--- src/rtl/lsu_pkg.sv ---
// Shared funct3 codes, FSM state encoding and request decode helpers for the LSU.
package lsu_pkg;

    localparam int unsigned XLEN = 32;

    // RV32I load widths
    localparam logic [2:0] LB  = 3'b000;
    localparam logic [2:0] LH  = 3'b001;
    localparam logic [2:0] LW  = 3'b010;
    localparam logic [2:0] LBU = 3'b100;
    localparam logic [2:0] LHU = 3'b101;

    // RV32I store widths
    localparam logic [2:0] SB  = 3'b000;
    localparam logic [2:0] SH  = 3'b001;
    localparam logic [2:0] SW  = 3'b010;

    typedef enum logic [1:0] {
        IDLE  = 2'd0,
        READ  = 2'd1,
        WRITE = 2'd2,
        RESP  = 2'd3
    } lsu_state_t;

    // True when funct3 is a defined code for the given direction.
    function automatic logic f3_legal(input logic we, input logic [2:0] f3);
        logic ok;
        if (we) ok = (f3 == SB) || (f3 == SH) || (f3 == SW);
        else    ok = (f3 == LB) || (f3 == LH) || (f3 == LW) || (f3 == LBU) || (f3 == LHU);
        return ok;
    endfunction

    // True when the byte offset breaks natural alignment for the access width.
    function automatic logic misaligned(input logic [2:0] f3, input logic [1:0] off);
        logic bad;
        case (f3[1:0])
            2'b01:   bad = off[0];
            2'b10:   bad = (off != 2'b00);
            default: bad = 1'b0;
        endcase
        return bad;
    endfunction

    // Byte offset rounded down to the natural alignment of the access width.
    function automatic logic [1:0] align_off(input logic [2:0] f3, input logic [1:0] off);
        logic [1:0] o;
        case (f3[1:0])
            2'b01:   o = {off[1], 1'b0};
            2'b10:   o = 2'b00;
            default: o = off;
        endcase
        return o;
    endfunction

endpackage

--- src/rtl/lsu_align.sv ---
// Lane select and extension for loads, byte/halfword merge for sub-word stores.
module lsu_align
    import lsu_pkg::*;
(
    input  logic [2:0]  funct3,
    input  logic [1:0]  off,
    input  logic [31:0] rdata,
    input  logic [15:0] wdata,
    output logic [31:0] load_data,
    output logic [31:0] store_word
);

    logic [7:0]  byte_sel;
    logic [15:0] half_sel;

    // Pick the addressed lane out of the memory word and extend it.
    always_comb begin
        case (off)
            2'd0:    byte_sel = rdata[7:0];
            2'd1:    byte_sel = rdata[15:8];
            2'd2:    byte_sel = rdata[23:16];
            default: byte_sel = rdata[31:24];
        endcase
        half_sel = off[1] ? rdata[31:16] : rdata[15:0];
        case (funct3)
            LB:      load_data = {{24{byte_sel[7]}}, byte_sel};
            LH:      load_data = {{16{half_sel[15]}}, half_sel};
            LW:      load_data = rdata;
            LBU:     load_data = {24'd0, byte_sel};
            LHU:     load_data = {16'd0, half_sel};
            default: load_data = '0;
        endcase
    end

    // Replace only the addressed byte/halfword of the old word.
    always_comb begin
        store_word = rdata;
        case (funct3)
            SB: begin
                case (off)
                    2'd0:    store_word[7:0]   = wdata[7:0];
                    2'd1:    store_word[15:8]  = wdata[7:0];
                    2'd2:    store_word[23:16] = wdata[7:0];
                    default: store_word[31:24] = wdata[7:0];
                endcase
            end
            SH: begin
                if (off[1]) store_word[31:16] = wdata;
                else        store_word[15:0]  = wdata;
            end
            default: store_word = rdata;
        endcase
    end

endmodule

--- src/rtl/lsu_ctrl.sv ---
// Load/store unit controller: one request at a time against a word-wide memory.
module lsu_ctrl
    import lsu_pkg::*;
#(
    parameter bit ALIGN_CHECK = 1'b1
) (
    input  logic        clk,
    input  logic        rst,
    input  logic        req_valid,
    output logic        req_ready,
    input  logic        req_we,
    input  logic [2:0]  req_funct3,
    input  logic [31:0] req_addr,
    input  logic [31:0] req_wdata,
    output logic        resp_valid,
    input  logic        resp_ready,
    output logic [31:0] resp_rdata,
    output logic        resp_err,
    output logic        mem_read,
    output logic        mem_write,
    output logic [31:0] mem_addr,
    output logic [31:0] mem_wdata,
    input  logic [31:0] mem_rdata
);

    lsu_state_t  state;
    logic        we_q;
    logic [2:0]  f3_q;
    logic [1:0]  off_q;
    logic [15:0] wdata_q;
    logic        mem_write_q;
    logic        req_fault;
    logic [31:0] load_data;
    logic [31:0] store_word;

    // Request decode and handshake; the write strobe is killed during reset.
    assign req_ready = (state == IDLE) && !rst;
    assign mem_write = mem_write_q && !rst;
    assign req_fault = !f3_legal(req_we, req_funct3)
                     || (ALIGN_CHECK && misaligned(req_funct3, req_addr[1:0]));

    lsu_align u_align (
        .funct3     (f3_q),
        .off        (off_q),
        .rdata      (mem_rdata),
        .wdata      (wdata_q),
        .load_data  (load_data),
        .store_word (store_word)
    );

    // Sequencer: IDLE -> {READ} -> {WRITE} -> RESP, all outputs registered.
    always_ff @(posedge clk) begin
        if (rst) begin
            state       <= IDLE;
            resp_valid  <= 1'b0;
            resp_rdata  <= '0;
            resp_err    <= 1'b0;
            mem_read    <= 1'b0;
            mem_write_q <= 1'b0;
            mem_addr    <= '0;
            mem_wdata   <= '0;
            we_q        <= 1'b0;
            f3_q        <= '0;
            off_q       <= '0;
            wdata_q     <= '0;
        end else begin
            case (state)
                IDLE: begin
                    if (req_valid) begin
                        we_q    <= req_we;
                        f3_q    <= req_funct3;
                        off_q   <= align_off(req_funct3, req_addr[1:0]);
                        wdata_q <= req_wdata[15:0];
                        if (req_fault) begin
                            state      <= RESP;
                            resp_valid <= 1'b1;
                            resp_err   <= 1'b1;
                            resp_rdata <= '0;
                        end else if (req_we && (req_funct3 == SW)) begin
                            state       <= WRITE;
                            mem_write_q <= 1'b1;
                            mem_addr    <= {req_addr[31:2], 2'b00};
                            mem_wdata   <= req_wdata;
                        end else begin
                            state    <= READ;
                            mem_read <= 1'b1;
                            mem_addr <= {req_addr[31:2], 2'b00};
                        end
                    end
                end
                READ: begin
                    mem_read <= 1'b0;
                    if (we_q) begin
                        state       <= WRITE;
                        mem_write_q <= 1'b1;
                        mem_wdata   <= store_word;
                    end else begin
                        state      <= RESP;
                        mem_addr   <= '0;
                        resp_valid <= 1'b1;
                        resp_err   <= 1'b0;
                        resp_rdata <= load_data;
                    end
                end
                WRITE: begin
                    state       <= RESP;
                    mem_write_q <= 1'b0;
                    mem_addr    <= '0;
                    mem_wdata   <= '0;
                    resp_valid  <= 1'b1;
                    resp_err    <= 1'b0;
                    resp_rdata  <= '0;
                end
                RESP: begin
                    if (resp_ready) begin
                        state      <= IDLE;
                        resp_valid <= 1'b0;
                        resp_err   <= 1'b0;
                        resp_rdata <= '0;
                    end
                end
                default: state <= IDLE;
            endcase
        end
    end

endmodule

--- config.mk ---
export PLATFORM = sky130hd
export DESIGN_NAME = lsu_ctrl
export DESIGN_NICKNAME = d
export VERILOG_FILES = /design/src/rtl/lsu_pkg.sv /design/src/rtl/lsu_align.sv /design/src/rtl/lsu_ctrl.sv
export SDC_FILE = /design/constraint.sdc
export NUM_CORES = 1
export LEC_CHECK = 0
export ABC_AREA = 1
export BUFFER_PORTS_ARGS = -buffer_cell sky130_fd_sc_hd__buf_2
export CORE_MARGIN = 2
export CORE_UTILIZATION = 48
export CTS_BUF_LIST = sky130_fd_sc_hd__clkbuf_8 sky130_fd_sc_hd__clkbuf_16
export DETAILED_ROUTE_END_ITERATION = 10
export PLACE_DENSITY = 0.83
export SLEW_MARGIN = 20
export SYNTH_ARGS = -nofsm -noshare
export SYNTH_HDL_FRONTEND = slang
export SYNTH_SLANG_ARGS = --single-unit
--- constraint.sdc ---
create_clock -name clk -period 1.7 [get_ports clk]
set_input_delay 0.255 -clock clk [delete_from_list [all_inputs] [get_ports clk]]
set_output_delay 0.255 -clock clk [all_outputs]
set_load 0.02 [all_outputs]
==> key figures, run 1 <==
Status
  • Outcome: complete, but fails checks
  • Failing checks: negative setup slack

Setup path
  • Crit path arrival time: 2080 ps
  • Crit path launch: state[0]
  • Critical Path Start Type: flip-flop
  • Max FO, Critical Path: 8
  • Worst Path Required: 2060 ps
  • Worst r2r src: state[0]
  • CP Class: reg2reg
  • Crit. End Element: flip-flop

Cells and area
  • # nets final: 1596
  • Post-layout util: 66.44%
  • Fin area: 10060 µm²
  • Area grow syn2layout: 35.85%
  • Layout cells sized above 1: 26.02%

STA
  • Fin crit share: 101.1%
  • Clock period minus worst slack: 1719 ps
  • Maximum clock frequency: 581.9 MHz
  • Max-slew violations: 0
  • Clock skew: 8.615 ps
  • RSZ-0062 raised after global routing: yes
  • Final hold vios: 0
  • Setup ws final: -18.54 ps
  • Final Setup Violations: 11

Floorplanning
  • Row Count: 45
  • DIE WIDTH: 128.2 µm
  • Die ar.: 16440 µm²
  • Die height: 128.2 µm
  • Core Footprint: 15150 µm²
  • Initial Utilization: 48.91%
  • Io pins: 205

Synthesis
  • Yosys top cell area share: 32.97%
  • Most frequent cells after synthesis: nand2_1 (346), nor2_1 (293), inv_1 (153)
  • Post-synthesis cell count: 1268
  • Top-count cell post-synth: nand2_1
  • Asr flop ratio synth: 0%
  • Top_reg_cell synth: dfxtp_1
  • Yosys warns: 0
  • Register area share after synthesis: 32.97%
  • Synthesized cell area: 7407 µm²
  • EDFF count, synth: 0
  • Synth Register Bits: 122
  • Yosys cell types: 27
  • Avg Cell Area, Syn: 5.842 µm²
  • Synth area leader: dfxtp_1
  • Top cells by area, synth: dfxtp_1 (33%), nand2_1 (18%), nor2_1 (15%)

CTS
  • CTS Sinks: 122
  • Hold_buf cts: 0
  • H-tree depth: 4
  • CTS tree: done
  • Root buf cell: clkbuf_16
  • Clk slew on worst S/H paths: 60 ps
  • CTS buffer count: 17
  • Worst-skew pair later-pin latency: 430 ps
  • CTS max path bufs: 2

Drt
  • Final wirelength: 25000 µm
  • # DRC: 0
  • Final ANT Viol Nets: 0
  • Initial DRC Count: 769
  • Routed vias: 8664
  • Vias per cell: 5.145
  • First-pass iteration count of the detailed router: 8
  • Wire length per cell: 14.85 µm

Pwr
  • Power per cell area: 1911 nW/µm²
  • P_int: 10360 µW
  • Sequential share of power: 21.7%
  • Design Power: 19230 µW
  • Switching share of power: 46.12%
  • Clock power share: 19.9%
  • Sw Pwr: 8868 µW
  • Comb power frac: 58.4%
  • Leak: 0.005369 µW
  • Max IR drop VDD: 1.149 mV

Min path
  • Hold Path Class: in2reg
  • Min-delay src: req_addr[6]

GRT
  • Largest net degree at the start of global routing: 89
  • First-pass GRT wire length: 37980 µm
  • Initial antenna violation count: 0
  • Grt ovf: 0
  • Vias in the first global route: 7690
  • GRT Overall Usage: 29.14%

Run
  • Max-cap viol count: 0

Placed design
  • # port buffers: 202
  • Post-DP Area: 8740 µm²
  • Placer Congestion: 0.9722
  • HPWL after detailed placement: 16700 µm
## worst paths after layout
path	end	slack, ps	depth (start not counted)
setup / recovery	resp_rdata[28]	-20	12
hold / removal	mem_addr[6]	50	3
setup reg to reg	resp_rdata[28]	-20	12
hold reg to reg	resp_valid	490	2
## state kept, by name, indices dropped and copies added, names as in the netlist, 2 cells and up
signal,cells
wdata_q,16
mem_wdata,32
state,2
f3_q,3
off_q,2
resp_rdata,32
mem_addr,30
## routing by layer
layer	GRT usage (%)	share of wire [%]	vias up
met3	7.220	8.2	63
met5	0	0	-
met2	48.56	47	390
met1	36.40	41	3903
met4	10.86	2.9	0
li1	-	-	4308
## kinds of logic after synthesis
family	synth area share [%]
other cells	0.05063
flops	32.97
fa+ha+maj	1.520
simple gates	38.28
buf+inv	13.21
compound gates	13.97
## cell usage in the layout (no fill, tap or decap), types with 4 or more instances in the layout
cell       count
nor2_1       254
nor2_2        18
buf_4         39
buf_6          5
buf_2        202
inv_2         13
nand2_2       12
nand4_1       10
dfxtp_1      118
inv_1        149
a21boi_1      31
nand2_4        5
buf_12        11
ha_1           6
a21oi_1       79
nand3_1       49
bufinv_16      4
clkbuf_16     20
nand2_1      330
buf_16         4
nor2_4        30
o21ai_0       72
## what timing repair did
action / 4_1_cts / 5_1_grt
gates cloned: 6 / 4
pin swaps: 9 / 30
gates resized for setup: 27 / 89
setup endpoints to repair: 70 / 69
setup buffers: 8 / 5
## metrics by stage
| step | hold WS, ps | setup slack [ps] | setup TNS [ps] | instances |
|---|---|---|---|---|
| final | 51.34 | -18.54 | -98.12 | 1684 |
| after detailed placement | 485.5 | -97.27 | -5004 | 1631 |
| after global placement | 477.0 | -5.913 | -14.91 | 1631 |
| after global routing | 63.38 | -113.6 | -3218 | 1683 |
| after CTS | 50.09 | 3.409 | 0 | 1676 |
| after floorplan | 399.7 | 0.1901 | 0 | 1269 |
## layout make-up
| type | instances | area [µm²] |
|---|---|---|
| Antenna cell | 1 | 2.502 |
| Clock buffer | 17 | 425.4 |
| Clock inverter | 14 | 195.2 |
| Fill cell | 1356 | 5084 |
| Inverter | 164 | 620.6 |
| Multi-Input combinational cell | 913 | 4335 |
| Sequential cell | 122 | 2450 |
| Tap cell | 188 | 235.2 |
| Timing Repair Buffer | 265 | 1798 |
## critical path, stage by stage (launching register included)
cell and delay [ps]:
dfxtp_4 380, inv_4 50, ha_4 160, inv_4 60, nor2_4 40, inv_2 70, o21ai_4 70, nor2_4 180
nand3_4 180, clkbuf_16 230, nor2_1 100, nor2_1 50, nor2_1 80
## power by group through the flow
| stage | clock network (µW) | registers, µW | logic [µW] |
|---|---|---|---|
| detailed placement | 0 | 4180 | 9020 |
| global route | 4000 | 4250 | 12300 |
| finish | 3830 | 4170 | 11200 |
| global placement | 0 | 4160 | 8840 |
| floorplan | 0 | 4800 | 5790 |
| CTS | 3860 | 4150 | 10200 |
(Power assumes the default switching activity.)
==> run 2: changes to the inputs <==
- CORE_MARGIN: 2 -> 4
- CTS_CLUSTER_DIAMETER: not set -> 100
==> run 2 against run 1 <==
Against the previous run:
- the run still ends with negative setup slack left
- total power rose by 2.0%
- sequential power barely moved
- worst hold slack improved by 14 ps
- cell count rose by 0.18%
- design area rose by 1.1%
- largest power group unchanged
- highest routed layer unchanged
- wire length rose by 3.8%
- die area rose by 6.3%
- maximum frequency fell by 2.3%
- sequential share of layout area fell by 0.26 points
==> key figures, run 2 (synthesized netlist as in run 1, its figures left out) <==
Cells and area
  • FF+latch area: 2450 µm² (unchanged)
  • Largest regs: mem_wdata (32), resp_rdata (32), mem_addr (30)
  • # nets final: 1600 (+0.25%)
  • Layout cells sized above 1: 26.48% (+0.46 points)
  • Final Non-Filler Cells: 1687 (+0.18%)
  • Commonest non-fill, non-tap cell in the layout: nand2_1
  • Fillcell total: 1289 (-4.9%)
  • Area grow syn2layout: 37.33%
  • Multi-input logic area: 4348 µm² (+0.29%)
  • Most frequent cells in the layout: nand2_1 (330), nor2_1 (249), buf_2 (201), inv_1 (151), dfxtp_1 (118)
  • Ant diodes: 0 (-1)

Placed design
  • HPWL after detailed placement: 17130 µm (+2.6%)
  • Post-place setup slack: -135.0 ps (-37.75 ps)
  • # port buffers: 202 (unchanged)
  • DP Cell Count: 1633 (+0.12%)
  • Placer Congestion: 0.9980 (+2.7%)

Drt
  • Routed vias: 8625 (-0.45%)
  • Vias per cell: 5.113 (-0.63%)
  • Wire length per cell: 15.39 µm (+3.6%)
  • Initial DRC Count: 711 (-7.5%)
  • Final wirelength: 25960 µm (+3.8%)
  • # DRC: 0 (unchanged)
  • First-pass iteration count of the detailed router: 5 (-3)
  • Final ANT Viol Nets: 0 (unchanged)

Setup path
  • Critical Path Start Type: flip-flop
  • CP top delay family: simple AND/OR/NAND/NOR gates
  • Most frequent CP cell: nor2_4
  • Slowest cell on crit path: dfxtp_4
  • Worst Path Required: 2040 ps (-20 ps)
  • Crit path arrival time: 2100 ps (+20 ps)
  • Max FO, Critical Path: 8 (unchanged)
  • CP Class: reg2reg
  • Worst path bufs/invs: 4 (unchanged)
  • Crit. End Element: flip-flop
  • Worst-path cell chain: inv_4 > ha_4 > inv_4 > nor2_4 > inv_2 > o21ai_4 > nor2_4 > nand3_4 > buf_12 > nor2_4 > nor2_2 > nor2_1
  • CP peak stage delay: 390 ps (about the same)

STA
  • Clock period minus worst slack: 1759 ps (+39.98 ps)
  • RSZ-0062 raised after global routing: yes
  • Maximum clock frequency: 568.7 MHz (-2.3%)
  • Max-slew violations: 0 (unchanged)
  • Clock skew: 6.477 ps (-2.139 ps)
  • Final Setup Violations: 42 (+31)
  • Final hold vios: 0 (unchanged)
  • Fin crit share: 103.4% (+2.4 points)
  • Setup ws final: -58.52 ps (-39.98 ps)

CTS
  • H-tree depth: 4 (unchanged)
  • Worst-skew pair later-pin latency: 420 ps (about the same)
  • CTS buffer count: 17 (unchanged)
  • Root buf cell: clkbuf_16
  • CTS Sinks: 122 (unchanged)
  • CTS tree: done
  • Clk slew on worst S/H paths: 60 ps (about the same)
  • Hold_buf cts: 0 (unchanged)
  • CTS max path bufs: 2 (unchanged)

Pwr
  • Design Power: 19610 µW (+2.0%)
  • Max IR drop VDD: 1.250 mV (+8.9%)
  • Power per cell area: 1928 nW/µm² (+0.86%)
  • Leak: 0.005403 µW (+0.63%)

GRT
  • Initial antenna violation count: 0 (unchanged)
  • Vias in the first global route: 7716 (+0.34%)
  • First-pass GRT wire length: 38620 µm (+1.7%)
  • Grt ovf: 0 (unchanged)
  • Largest net degree at the start of global routing: 89 (unchanged)
  • GRT Overall Usage: 27.11% (-2.0 points)

Floorplanning
  • Row Count: 45 (unchanged)
  • Die ar.: 17480 µm² (+6.3%)
  • DIE WIDTH: 132.2 µm (+3.1%)
  • Core Footprint: 15150 µm² (unchanged)
  • Initial Utilization: 48.91% (unchanged)
  • Die height: 132.2 µm (+3.1%)
  • Io pins: 205 (unchanged)

Min path
  • Hold Path Class: in2reg

Status
  • Failing checks: negative setup slack
  • Outcome: complete, but fails checks

Run
  • Max-cap viol count: 0 (unchanged)
## run 2: metal layers
metal | wire length (µm) | vias up | GRT usage, %
met4 | 631 | 0 | 9.065
li1 | - | 4315 | -
met2 | 12270 | 442 | 44.95
met3 | 2747 | 59 | 8.053
met5 | 0 | - | 0
met1 | 10310 | 3809 | 33.80
## run 2: worst register-to-register path, stage by stage, from the launching register on
cell and delay, ps:
dfxtp_4 390, inv_4 50, ha_4 170, inv_4 60
nor2_4 30, inv_2 70, o21ai_4 70, nor2_4 190
nand3_4 190, buf_12 210, nor2_4 80, nor2_2 40
nor2_1 130
## run 2: repair_timing
| item | CTS | global route |
|---|---|---|
| cloned | 4 | 10 |
| gates resized for setup | 45 | 75 |
| endpoints found under the setup margin | 67 | 76 |
| pin swaps | 15 | 16 |
| buffers inserted | 6 | 5 |
| endpoints found under the hold margin | 0 | 0 |
## run 2: final cells by class
| type | count | area share, % |
|---|---|---|
| clock buffers | 18 | 4.317 |
| clock inverters | 13 | 1.734 |
| inverters | 164 | 6.175 |
| multi-input cells | 913 | 42.74 |
| flip-flops and latches | 122 | 24.08 |
| well taps | 188 | 2.312 |
| repair buffers | 269 | 18.63 |
## run 2: through the flow
stage	hold slack [ps]	util (%)	instance area, µm²	setup TNS [ps]
after floorplan	399.7	-	7412	0
after global placement	469.7	57.97	8780	-367.2
after detailed placement	484.4	57.97	8780	-7698
after CTS	55.14	64.04	9699	0
after global routing	56.11	67.16	10170	-7233
final	65.11	67.16	10170	-1102
## run 2: path summary, 6_finish.rpt
kind,endpoint,startpoint,slack [ps],cells after the start
worst max-delay path,resp_rdata[30],state[0],-60,12
worst min-delay path,mem_addr[6],req_addr[6],70,3
worst max register to register,resp_rdata[30],state[0],-60,12
worst min register to register,resp_err,resp_err,490,2
## run 2: power by group
| part | total, µW | switching, µW | internal [µW] |
|---|---|---|---|
| sequential | 4170 | 507 | 3670 |
| combinational | 11600 | 7160 | 4470 |
| clock | 3800 | 1330 | 2470 |
